## config.mk

```make
export PLATFORM = sky130hd
export DESIGN_NAME = overlay_compositor_flat
export DESIGN_NICKNAME = d
export VERILOG_FILES = /design/src/rtl/overlay_compositor_pkg.sv /design/src/rtl/overlay_compositor_if.sv /design/src/rtl/overlay_fifo.sv /design/src/rtl/overlay_compositor.sv /design/src/flat_wrapper.sv
export SDC_FILE = /design/constraint.sdc
export NUM_CORES = 1
export LEC_CHECK = 0
export BUFFER_PORTS_ARGS = -buffer_cell sky130_fd_sc_hd__buf_2
export CORE_MARGIN = 3
export CORE_UTILIZATION = 40
export CTS_CLUSTER_SIZE = 16
export DETAILED_ROUTE_END_ITERATION = 8
export HOLD_SLACK_MARGIN = 0.02
export SLEW_MARGIN = 20
export SYNTH_ARGS = -nofsm -noshare
export SYNTH_HDL_FRONTEND = slang
export SYNTH_SLANG_ARGS = --single-unit
```

## constraint.sdc

```tcl
create_clock -name clock -period 4.5 [get_ports clock]
set_clock_uncertainty 0.2 [all_clocks]
set_input_delay 0.9 -clock clock [delete_from_list [all_inputs] [get_ports clock]]
set_output_delay 0.9 -clock clock [all_outputs]
set_load 0.005 [all_outputs]
```

## src/rtl/overlay_compositor_pkg.sv

```systemverilog
// Shared constants and types for the overlay compositor pixel path.
// Counter defaults and the underflow colour are also used by the sync, DE and dataWrite blocks.
package overlay_compositor_pkg;

  localparam int unsigned HCountWidthDefault = 12;
  localparam int unsigned VCountWidthDefault = 12;
  localparam int unsigned PixelWidth         = 24;

  localparam logic [PixelWidth-1:0] UnderflowColourDefault = 24'hFF00FF;

  typedef logic [PixelWidth-1:0] pixel_t;

  typedef enum logic [1:0] {
    StIdle,
    StFlush,
    StActive
  } ovl_state_e;

endpackage

```

## src/rtl/overlay_compositor_if.sv

```systemverilog
// Valid/ready overlay pixel stream from the DDR reader into the compositor.
interface overlay_compositor_if;
  import overlay_compositor_pkg::*;

  pixel_t pixIn;
  logic   pixValid;
  logic   pixReady;

  modport master (output pixIn, output pixValid, input pixReady);
  modport slave  (input pixIn, input pixValid, output pixReady);

endinterface

```

## src/rtl/overlay_fifo.sv

```systemverilog
// Show-ahead synchronous FIFO buffering overlay pixels; clear empties it in one cycle.
module overlay_fifo
  import overlay_compositor_pkg::*;
#(
  parameter int unsigned fifoDepth = 16
) (
  input  logic   clock,
  input  logic   masterReset_n,
  input  logic   clear,
  input  logic   push,
  input  logic   pop,
  input  pixel_t dIn,
  output pixel_t dOut,
  output logic   full,
  output logic   empty
);

  localparam int unsigned AddrWidth = $clog2(fifoDepth);
  localparam logic [AddrWidth:0] PtrOne = {{AddrWidth{1'b0}}, 1'b1};

  // Extra MSB on each pointer separates full from empty when the addresses match.
  logic [AddrWidth:0] wr_ptr_q, rd_ptr_q;
  pixel_t             mem_q [fifoDepth];

  assign empty = (wr_ptr_q == rd_ptr_q);
  assign full  = (wr_ptr_q[AddrWidth] != rd_ptr_q[AddrWidth]) &&
                 (wr_ptr_q[AddrWidth-1:0] == rd_ptr_q[AddrWidth-1:0]);
  assign dOut  = mem_q[rd_ptr_q[AddrWidth-1:0]];

  always_ff @(posedge clock or negedge masterReset_n) begin
    if (!masterReset_n) begin
      wr_ptr_q <= '0;
      rd_ptr_q <= '0;
    end else if (clear) begin
      wr_ptr_q <= '0;
      rd_ptr_q <= '0;
    end else begin
      if (push && !full) wr_ptr_q <= wr_ptr_q + PtrOne;
      if (pop && !empty) rd_ptr_q <= rd_ptr_q + PtrOne;
    end
  end

  always_ff @(posedge clock) begin
    if (push && !full && !clear) mem_q[wr_ptr_q[AddrWidth-1:0]] <= dIn;
  end

endmodule

```

## src/rtl/overlay_compositor.sv

```systemverilog
// Merges a FIFO-buffered rectangular overlay onto the background pixel stream with a fixed
// two-clock latency; timing signals are delayed to stay aligned with dataOut.
module overlay_compositor
  import overlay_compositor_pkg::*;
#(
  parameter int unsigned     hCountWidth     = HCountWidthDefault,
  parameter int unsigned     vCountWidth     = VCountWidthDefault,
  parameter int unsigned     ovlWidth        = 256,
  parameter int unsigned     ovlHeight       = 256,
  parameter int unsigned     fifoDepth       = 16,
  parameter logic [23:0]     underflowColour = UnderflowColourDefault
) (
  input  logic                   clock,
  input  logic                   masterReset_n,
  input  logic [hCountWidth-1:0] hCount,
  input  logic [vCountWidth-1:0] vCount,
  input  logic                   deIn,
  input  logic                   hSyncIn,
  input  logic                   vSyncIn,
  input  pixel_t                 bgIn,
  input  logic                   enable,
  input  logic [hCountWidth-1:0] ovlX,
  input  logic [vCountWidth-1:0] ovlY,
  overlay_compositor_if.slave    pix,
  output logic                   frameStart,
  output pixel_t                 dataOut,
  output logic                   deOut,
  output logic                   hSyncOut,
  output logic                   vSyncOut,
  output logic                   underflow
);

  localparam logic [hCountWidth:0] OvlWidthExt  = (hCountWidth + 1)'(ovlWidth);
  localparam logic [vCountWidth:0] OvlHeightExt = (vCountWidth + 1)'(ovlHeight);

  ovl_state_e             state_q;
  logic                   frame_start_q;
  logic [hCountWidth-1:0] x_l_q;
  logic [vCountWidth-1:0] y_l_q;
  logic                   en_l_q;

  logic   de_s1_q, hs_s1_q, vs_s1_q, hit_s1_q, pop_s1_q;
  pixel_t bg_s1_q, head_s1_q;
  logic   de_s2_q, hs_s2_q, vs_s2_q, underflow_q;
  pixel_t data_q, data_d;

  logic             fs_event, hit, pop, push, clear;
  logic             fifo_full, fifo_empty;
  pixel_t           fifo_head;
  logic [hCountWidth:0] x_end;
  logic [vCountWidth:0] y_end;

  // vs_s2_q is the previous stage-1 sample, so this is a rising edge of registered vSyncIn.
  assign fs_event = vs_s1_q & ~vs_s2_q;
  assign clear    = (state_q == StFlush);

  // One bit wider than the counters so a window near the right/bottom edge never wraps.
  assign x_end = {1'b0, x_l_q} + OvlWidthExt;
  assign y_end = {1'b0, y_l_q} + OvlHeightExt;
  assign hit   = deIn && en_l_q &&
                 (hCount >= x_l_q) && ({1'b0, hCount} < x_end) &&
                 (vCount >= y_l_q) && ({1'b0, vCount} < y_end);
  assign pop   = hit && !fifo_empty;

  assign pix.pixReady = (state_q == StActive) && !fifo_full;
  assign push         = pix.pixValid && pix.pixReady;

  overlay_fifo #(
    .fifoDepth (fifoDepth)
  ) u_fifo (
    .clock         (clock),
    .masterReset_n (masterReset_n),
    .clear         (clear),
    .push          (push),
    .pop           (pop),
    .dIn           (pix.pixIn),
    .dOut          (fifo_head),
    .full          (fifo_full),
    .empty         (fifo_empty)
  );

  always_ff @(posedge clock or negedge masterReset_n) begin
    if (!masterReset_n) begin
      state_q       <= StIdle;
      frame_start_q <= 1'b0;
    end else begin
      frame_start_q <= 1'b0;
      unique case (state_q)
        StIdle, StActive: begin
          if (fs_event) begin
            state_q       <= StFlush;
            frame_start_q <= 1'b1;
          end
        end
        StFlush: state_q <= StActive;
        default: state_q <= StIdle;
      endcase
    end
  end

  always_ff @(posedge clock or negedge masterReset_n) begin
    if (!masterReset_n) begin
      x_l_q  <= '0;
      y_l_q  <= '0;
      en_l_q <= 1'b0;
    end else if (state_q == StFlush) begin
      x_l_q  <= ovlX;
      y_l_q  <= ovlY;
      en_l_q <= enable;
    end
  end

  always_ff @(posedge clock or negedge masterReset_n) begin
    if (!masterReset_n) begin
      de_s1_q   <= 1'b0;
      hs_s1_q   <= 1'b0;
      vs_s1_q   <= 1'b0;
      hit_s1_q  <= 1'b0;
      pop_s1_q  <= 1'b0;
      bg_s1_q   <= '0;
      head_s1_q <= '0;
    end else begin
      de_s1_q  <= deIn;
      hs_s1_q  <= hSyncIn;
      vs_s1_q  <= vSyncIn;
      hit_s1_q <= hit;
      pop_s1_q <= pop;
      bg_s1_q  <= bgIn;
      if (pop) head_s1_q <= fifo_head;
    end
  end

  always_comb begin
    data_d = bg_s1_q;
    if (!de_s1_q) begin
      data_d = '0;
    end else if (pop_s1_q) begin
      data_d = head_s1_q;
    end else if (hit_s1_q) begin
      data_d = underflowColour;
    end
  end

  always_ff @(posedge clock or negedge masterReset_n) begin
    if (!masterReset_n) begin
      data_q      <= '0;
      de_s2_q     <= 1'b0;
      hs_s2_q     <= 1'b0;
      vs_s2_q     <= 1'b0;
      underflow_q <= 1'b0;
    end else begin
      data_q  <= data_d;
      de_s2_q <= de_s1_q;
      hs_s2_q <= hs_s1_q;
      vs_s2_q <= vs_s1_q;
      if (fs_event) begin
        underflow_q <= 1'b0;
      end else if (hit_s1_q && !pop_s1_q) begin
        underflow_q <= 1'b1;
      end
    end
  end

  assign frameStart = frame_start_q;
  assign dataOut    = data_q;
  assign deOut      = de_s2_q;
  assign hSyncOut   = hs_s2_q;
  assign vSyncOut   = vs_s2_q;
  assign underflow  = underflow_q;

endmodule

```

## src/flat_wrapper.sv

```systemverilog
// flat-port wrapper written by rule: the top's interface ports become plain ports
module overlay_compositor_flat import overlay_compositor_pkg::*;
#(
  parameter int unsigned     hCountWidth     = HCountWidthDefault,
  parameter int unsigned     vCountWidth     = VCountWidthDefault,
  parameter int unsigned     ovlWidth        = 256,
  parameter int unsigned     ovlHeight       = 256,
  parameter int unsigned     fifoDepth       = 16,
  parameter logic [23:0]     underflowColour = UnderflowColourDefault
)
  (clock, masterReset_n, hCount, vCount, deIn, hSyncIn, vSyncIn, bgIn, enable, ovlX, ovlY, frameStart, dataOut, deOut, hSyncOut, vSyncOut, underflow, pix_pixIn, pix_pixValid, pix_pixReady);
  overlay_compositor_if pix_i ();
  input  logic clock;
  input  logic masterReset_n;
  input  logic [hCountWidth-1:0] hCount;
  input  logic [vCountWidth-1:0] vCount;
  input  logic deIn;
  input  logic hSyncIn;
  input  logic vSyncIn;
  input  pixel_t bgIn;
  input  logic enable;
  input  logic [hCountWidth-1:0] ovlX;
  input  logic [vCountWidth-1:0] ovlY;
  output logic frameStart;
  output pixel_t dataOut;
  output logic deOut;
  output logic hSyncOut;
  output logic vSyncOut;
  output logic underflow;
  input wire logic [$bits(pix_i.pixIn)-1:0] pix_pixIn;
  input wire logic [$bits(pix_i.pixValid)-1:0] pix_pixValid;
  output wire logic [$bits(pix_i.pixReady)-1:0] pix_pixReady;
  assign pix_i.pixIn = pix_pixIn;
  assign pix_i.pixValid = pix_pixValid;
  assign pix_pixReady = pix_i.pixReady;
  overlay_compositor #(.hCountWidth(hCountWidth), .vCountWidth(vCountWidth), .ovlWidth(ovlWidth), .ovlHeight(ovlHeight), .fifoDepth(fifoDepth), .underflowColour(underflowColour)) u_core (.clock(clock), .masterReset_n(masterReset_n), .hCount(hCount), .vCount(vCount), .deIn(deIn), .hSyncIn(hSyncIn), .vSyncIn(vSyncIn), .bgIn(bgIn), .enable(enable), .ovlX(ovlX), .ovlY(ovlY), .pix(pix_i), .frameStart(frameStart), .dataOut(dataOut), .deOut(deOut), .hSyncOut(hSyncOut), .vSyncOut(vSyncOut), .underflow(underflow));
endmodule
```

=== After elaboration in Yosys (flattened, before gate mapping) ===
Memories as Yosys holds them, arrays and structs flattened. A register that Yosys moved wholly into a read port is not among the register bits.
Index checks and enable logic that the tools add are counted.

* Bits in registers: 95
* RAM bits: 384
* Output and inout port bits: 30
* Logic and storage cells: 73
* Memories kept: 1

{| class="wikitable"
|+ Memories
! name !! depth !! bits a word !! read ports !! clocked after memory_dff !! write ports !! line !! text
|-
| u_core.u_fifo.mem_q || 16 || 24 || 1 || 1 || 1 || overlay_fifo.sv:23 || <nowiki>pixel_t mem_q [fifoDepth];</nowiki>
|}

* $add $sub $neg: 4
* $lt $le $gt $ge: 4
* Equality and inequality tests: 6
* Muxes and demuxes: 15
* Bitwise logic cells: 2
* Reductions and logical operators: 23

{| class="wikitable"
|+ Operator list
! kind !! number
|-
| 2-to-1 mux 24 bit || 3
|-
| adder 12 x 9 -> 13 bit, second input constant || 2
|-
| less-than comparator 12 x 13 -> 1 bit || 2
|-
| greater-or-equal comparator 12 bit || 2
|-
| 2-to-1 mux 5 bit || 4
|-
| logical AND 1 bit || 13
|-
| adder 5 x 1 -> 5 bit, second input constant || 2
|-
| 2-to-1 mux 1 bit || 6
|-
| nonzero test 2 bit || 3
|-
| == test 5 bit || 1
|-
| zero test 1 bit || 5
|-
| == test 4 bit || 1
|-
| case mux 2 bit (2 select lines) || 1
|-
| == test 2 x 1 -> 1 bit, second input constant || 1
|-
| == test 2 bit, second input constant || 1
|-
| zero test 2 bit || 1
|-
| 2-to-1 mux 2 bit || 1
|-
| != test 2 x 1 -> 1 bit, second input constant || 1
|-
| OR reduction 2 bit || 1
|-
| AND 1 bit || 1
|-
| != test 1 bit || 1
|-
| inverter 1 bit || 1
|}

=== Depth between registers and ports, before layout ===
* Depth in word-level cells: 9
* Gate-level depth with buffers: 10
* Depth with buffers taken out: 10

=== Modules after synthesis ===
A second synthesis with hierarchy kept.

* Cells, all modules: 1,195
* Area, all modules: 20,417.1 µm²

{| class="wikitable"
|+ Modules (own cells, without submodules)
! module !! times used !! cells each !! area each (µm²) !! seq. area each (µm²)
|-
| overlay_fifo || 1 || 794 || 15,665.0 || 11,781.3
|-
| overlay_compositor || 1 || 401 || 4,752.1 || 2,727.6
|}

=== Worst setup path after synthesis ===
Ideal clock, no wire load.

* Path kind: reg2reg
* Start: register u_core.u_fifo.rd_ptr_q[1]
* End: memory u_core.u_fifo.mem_q[7][0] (netlist name) (enable)
* Setup time: 0.440 ns
* Arrival: 3.261 ns
* Data required time: 3.860 ns
* Slack: 0.598 ns
* Stages on the path, launching flop included: 9
* Period minus slack after synthesis: 3.902 ns
* Cells stage by stage: dfrtp_1 -> clkbuf_1 -> xor2_1 -> nor4_1 -> a21oi_1 -> and2_1 -> buf_2 -> nand2_1 -> nor3b_1

* Word-level cells in the longest chain between the ends: 9

{| class="wikitable"
|+ RTL lines
! what !! line !! text
|-
| from (decl) || overlay_fifo.sv:22 || <nowiki>logic [AddrWidth:0] wr_ptr_q, rd_ptr_q;</nowiki>
|-
| from (signal assigned) || overlay_fifo.sv:39 || <nowiki>if (pop && !empty) rd_ptr_q <= rd_ptr_q + PtrOne;</nowiki>
|-
| == test 4 bit || overlay_fifo.sv:27 || <nowiki>(wr_ptr_q[AddrWidth-1:0] == rd_ptr_q[AddrWidth-1:0]);</nowiki>
|-
| logical AND 1 bit || overlay_fifo.sv:26 || <nowiki>assign full = (wr_ptr_q[AddrWidth] != rd_ptr_q[AddrWidth]) &&</nowiki>
|-
| zero test 1 bit || overlay_compositor.sv:65 || <nowiki>assign pix.pixReady = (state_q == StActive) && !fifo_full;</nowiki>
|-
| logical AND 1 bit || overlay_compositor.sv:65 ||
|-
| via pix_pixReady || flat_wrapper.sv:32 || <nowiki>output wire logic [$bits(pix_i.pixReady)-1:0] pix_pixReady;</nowiki>
|-
| logical AND 1 bit || overlay_compositor.sv:66 || <nowiki>assign push = pix.pixValid && pix.pixReady;</nowiki>
|-
| logical AND 1 bit (2 in series) || overlay_fifo.sv:44 || <nowiki>if (push && !full && !clear) mem_q[wr_ptr_q[AddrWidth-1:0]] <= dIn;</nowiki>
|-
| 2-to-1 mux 1 bit || overlay_fifo.sv:44 ||
|-
| 2-to-1 mux 1 bit (implied by the code) || overlay_fifo.sv:44 ||
|-
| to (decl) || overlay_fifo.sv:23 ||
|}

The timed path passes the listed nets, and every way through them passes these cells.

=== Worst setup path after layout ===
* Start: register u_core.u_fifo.rd_ptr_q[2]
* End: register u_core.head_s1_q[7], read port of u_core.u_fifo.mem_q

* Word-level cells in the longest chain between the ends: 3

{| class="wikitable"
|+ RTL lines
! what !! line !! text
|-
| == test 5 bit || overlay_fifo.sv:25 || <nowiki>assign empty = (wr_ptr_q == rd_ptr_q);</nowiki>
|-
| zero test 1 bit || overlay_compositor.sv:63 || <nowiki>assign pop = hit && !fifo_empty;</nowiki>
|-
| logical AND 1 bit || overlay_compositor.sv:63 ||
|-
| to (decl) || overlay_compositor.sv:43 || <nowiki>pixel_t bg_s1_q, head_s1_q;</nowiki>
|}

Several ways; a longest one is shown, not always the timed one.
A chain may end at the register's enable or synchronous reset.

==> results.md <==
* PortBufs at 132
* DR WL/cell at 22.1 µm
* Core Util, Final at 47.2%
* Count of flip-flops with a built-in enable after synthesis at 384
* CP required at 4.77 ns
* Crit path max-delay cell type: buf_4
* GR peak layer: met2
* Slew @ Worst Pin at 1.02 ns
* Sequential area share after synthesis at 72.6%
* Leakage power at 8.23 nW
* Most frequent cells in the layout: edfxtp_1, buf_2, dfrtp_1, mux4_2, clkbuf_16
* Total track usage at 16.7%
* Clk buf depth at 3
* Number of global-route vias before repair at 10700
* Worst vdd ir at 0.269 mV
* Final routed DRC violation total at 0
* Post-DP Area at 21600 µm²
* Met1 Use GR at 23.4%
* Final min period at 3.37 ns
* Largest net degree at the start of global routing at 101
* Root Driver: clkbuf_16
* Post-synthesis async set-or-reset flop share at 23.7%
* CTS tree: yes
* Syn Nets at 1245
* # Post-CTS Setup Buffers at 0
* Vias at 10400
* Setup Total Neg Slack at 0 ns
* Worst hold path type: input pin to async pin
* Power per cell area at 467 nW/µm²
* Most common cell after layout, fill and taps aside: edfxtp_1
* Vias per std cell at 5.25
* Crit path kind: register to register
* Ys flop type: edfxtp_1
* Max-cap violations at 0
* Width of the die at 230 µm
* CP max stage delay at 0.65 ns
* Synth-to-Final Area Change at 16.1%
* Fin crit share at 74.9%
* CP Cell Sequence: buf_4 -> buf_4 -> mux4_2 -> nor2b_1 -> a211oi_1 -> a21oi_1 -> mux2_1
* RSZ-0062 raised after global routing: no
* Internal Power at 8.19 mW
* Top-level port count at 133
* First-pass GRT wire length at 66.5 mm
* Share of layout cells above drive strength 1 at 26.9%
* Core Area at 49200 µm²
* Worst-path fanout max at 39
* H-Tree Level Count at 2
* Final Hold Viols at 0
* Final Max Slew Viols at 0
* Synthesis Warnings at 0
* Routability cong. at 0.811
* Clock buffer count from CTS at 51
* Site row count at 81
* Post-synthesis register bit count at 503
* Antenna violations before repair at 6
* Post-CTS Resized at 0
* Fmax at 0.297 GHz
* Hpwl dp at 26.0 mm
* Total wire length at 43.6 mm
* Power share of the combinational group at 13.2%
* Most used cell along the critical path: buf_4
* Finished Cell Area at 23200 µm²
* Syn Area/Cell at 18.1 µm²
* Initial core utilization at 40.7%
* Clock sink total at 503
* Yosys cell types at 49
* Met2 usage at 26.5%
* Switching share of power at 24.3%
* Status: completed
* Final ANT Viol Nets at 0
* GRT met3 Usage at 3.77%
* Skew-Pair Late Insertion Delay at 0.60 ns
* Clk slew on worst S/H paths at 0.06 ns
* Final setup viols at 0
* Sequential power share at 49.9%
* Fin nets at 1406
* Drt first-iter violations at 797
* Mapped Area at 20000 µm²
* Setup crit end kind: register
* Net Sw Power at 2.63 mW
* Die height at 230 µm
* CP Launch Type: register
* Post-CTS Hold Buffers at 0
* Arrival time worst endpoint at 3.64 ns
* Full die area at 52700 µm²
* First-pass DRT Iterations at 5
* Cells after synthesis at 1103
* Max-slew headroom at 32.1%
* Clk pwr share at 36.9%
* GR Overflow Total at 0
## area by class of cell
type / instances / area (µm²)
Multi-Input combinational cell: 513 / 5140
Timing Repair Buffer: 164 / 978
Clock buffer: 65 / 1390
Inverter: 31 / 116
Fill cell: 4134 / 26000
Antenna cell: 2 / 5.00
Sequential cell: 503 / 14500
Tap cell: 664 / 831
Clock inverter: 31 / 214
## cells in the mapped netlist (3+ instances only)
library cell / number / share of area (%)
mux4_2: 96 / 11
nand2_1: 40 / 0.75
edfxtp_1: 384 / 58
a211oi_1: 26 / 0.98
mux2i_1: 25 / 1.3
nand4_1: 3 / 0.094
nor3_1: 17 / 0.43
a21o_1: 6 / 0.23
ha_1: 39 / 2.4
inv_1: 31 / 0.58
a22oi_1: 8 / 0.30
nor2_1: 27 / 0.51
o31ai_1: 3 / 0.11
nand2b_1: 5 / 0.16
nand3_1: 10 / 0.25
o21ai_0: 47 / 1.2
clkbuf_1: 35 / 0.66
or4_1: 3 / 0.11
dfrtp_1: 119 / 15
mux2_2: 6 / 0.34
nor3b_1: 5 / 0.19
xor2_1: 7 / 0.31
buf_1: 3 / 0.056
mux2_1: 18 / 1.0
and2_1: 13 / 0.41
buf_2: 16 / 0.40
nor2b_1: 40 / 1.3
a21oi_1: 40 / 1.0
xnor2_1: 5 / 0.22
## cells by family after synthesis
family / count (synthesis) / synth area share, %
simple gates: 173 / 4.61
mux: 145 / 13.4
compound gates: 144 / 4.58
buf+inv: 87 / 1.81
xor+xnor: 12 / 0.526
flops: 503 / 72.6
fa+ha+maj: 39 / 2.44
## power by group through the flow
stage	clock, mW	combinational [mW]	sequential (mW)
final	4.00	1.43	5.40
after floorplan	0	1.02	5.45
after global routing	4.30	1.59	5.43
after detailed placement	0	1.44	5.50
after global placement	0	1.42	5.49
after CTS	4.11	1.45	5.40
## metrics by stage
stage               power [mW]  cells  setup slack, ns  hold WS, ns
finish                    10.8   1973             1.13        0.126
global route              11.3   1973            0.928        0.162
CTS                       11.0   1970             1.08        0.137
detailed placement        6.94   1874            0.635        0.150
global placement          6.90   1874            0.717        0.142
floorplan                 6.47   1103            0.598        0.131
## sequential cells by signal, indices dropped and copies added (netlist names)
signal / flops
u_core.hSyncOut: 1
u_core.vSyncOut: 1
u_core.deOut: 1
u_core.de_s1_q: 1
u_core.frameStart: 1
u_core.y_l_q: 12
u_core.head_s1_q: 24
u_core.underflow: 1
u_core.en_l_q: 1
u_core.vs_s1_q: 1
u_core.u_fifo.wr_ptr_q: 5
u_core.bg_s1_q: 24
u_core.pop_s1_q: 1
u_core.hit_s1_q: 1
u_core.x_l_q: 12
u_core.u_fifo.mem_q: 384
u_core.hs_s1_q: 1
u_core.dataOut: 24
u_core.u_fifo.rd_ptr_q: 5
u_core.state_q: 2
## worst max-delay path, delay by kind of cell (launching register included)
kind	cells	cell delay (ns)
AOI/OAI and AO/OA	2	0.49
muxes	2	0.78
buffers and inverters	2	1.20
and+or+nand+nor	1	0.14
DFF	1	0.41
## final timing paths
| kind | cells after the start | slack, ns | start | to |
|---|---|---|---|---|
| worst max-delay path | 7 | 1.13 | u_core.u_fifo.rd_ptr_q[2]$_DFFE_PN0P_ | u_core.head_s1_q[7]$_DFFE_PN0P_ |
| worst min-delay path | 1 | 0.13 | masterReset_n | u_core.x_l_q[1]$_DFFE_PN0P_ |
| worst max register to register | 7 | 1.13 | u_core.u_fifo.rd_ptr_q[2]$_DFFE_PN0P_ | u_core.head_s1_q[7]$_DFFE_PN0P_ |
| worst min register to register | 0 | 0.16 | u_core.hs_s1_q$_DFF_PN0_ | u_core.hSyncOut$_DFF_PN0_ |
| max in group asynchronous | 2 | 3.14 | masterReset_n | u_core.bg_s1_q[13]$_DFF_PN0_ |
| min in group clock | 0 | 0.16 | u_core.hs_s1_q$_DFF_PN0_ | u_core.hSyncOut$_DFF_PN0_ |
## layer usage
| layer | wire, µm | vias up | share of wire, % |
|---|---|---|---|
| met4 | 894 | 2 | 2.1 |
| met2 | 20600 | 276 | 47 |
| met3 | 2660 | 66 | 6.1 |
| met1 | 19400 | 5374 | 45 |
| met5 | 13 | - | 0.030 |
| li1 | - | 4648 | - |
Note: power is estimated with default switching activity, not from simulation.
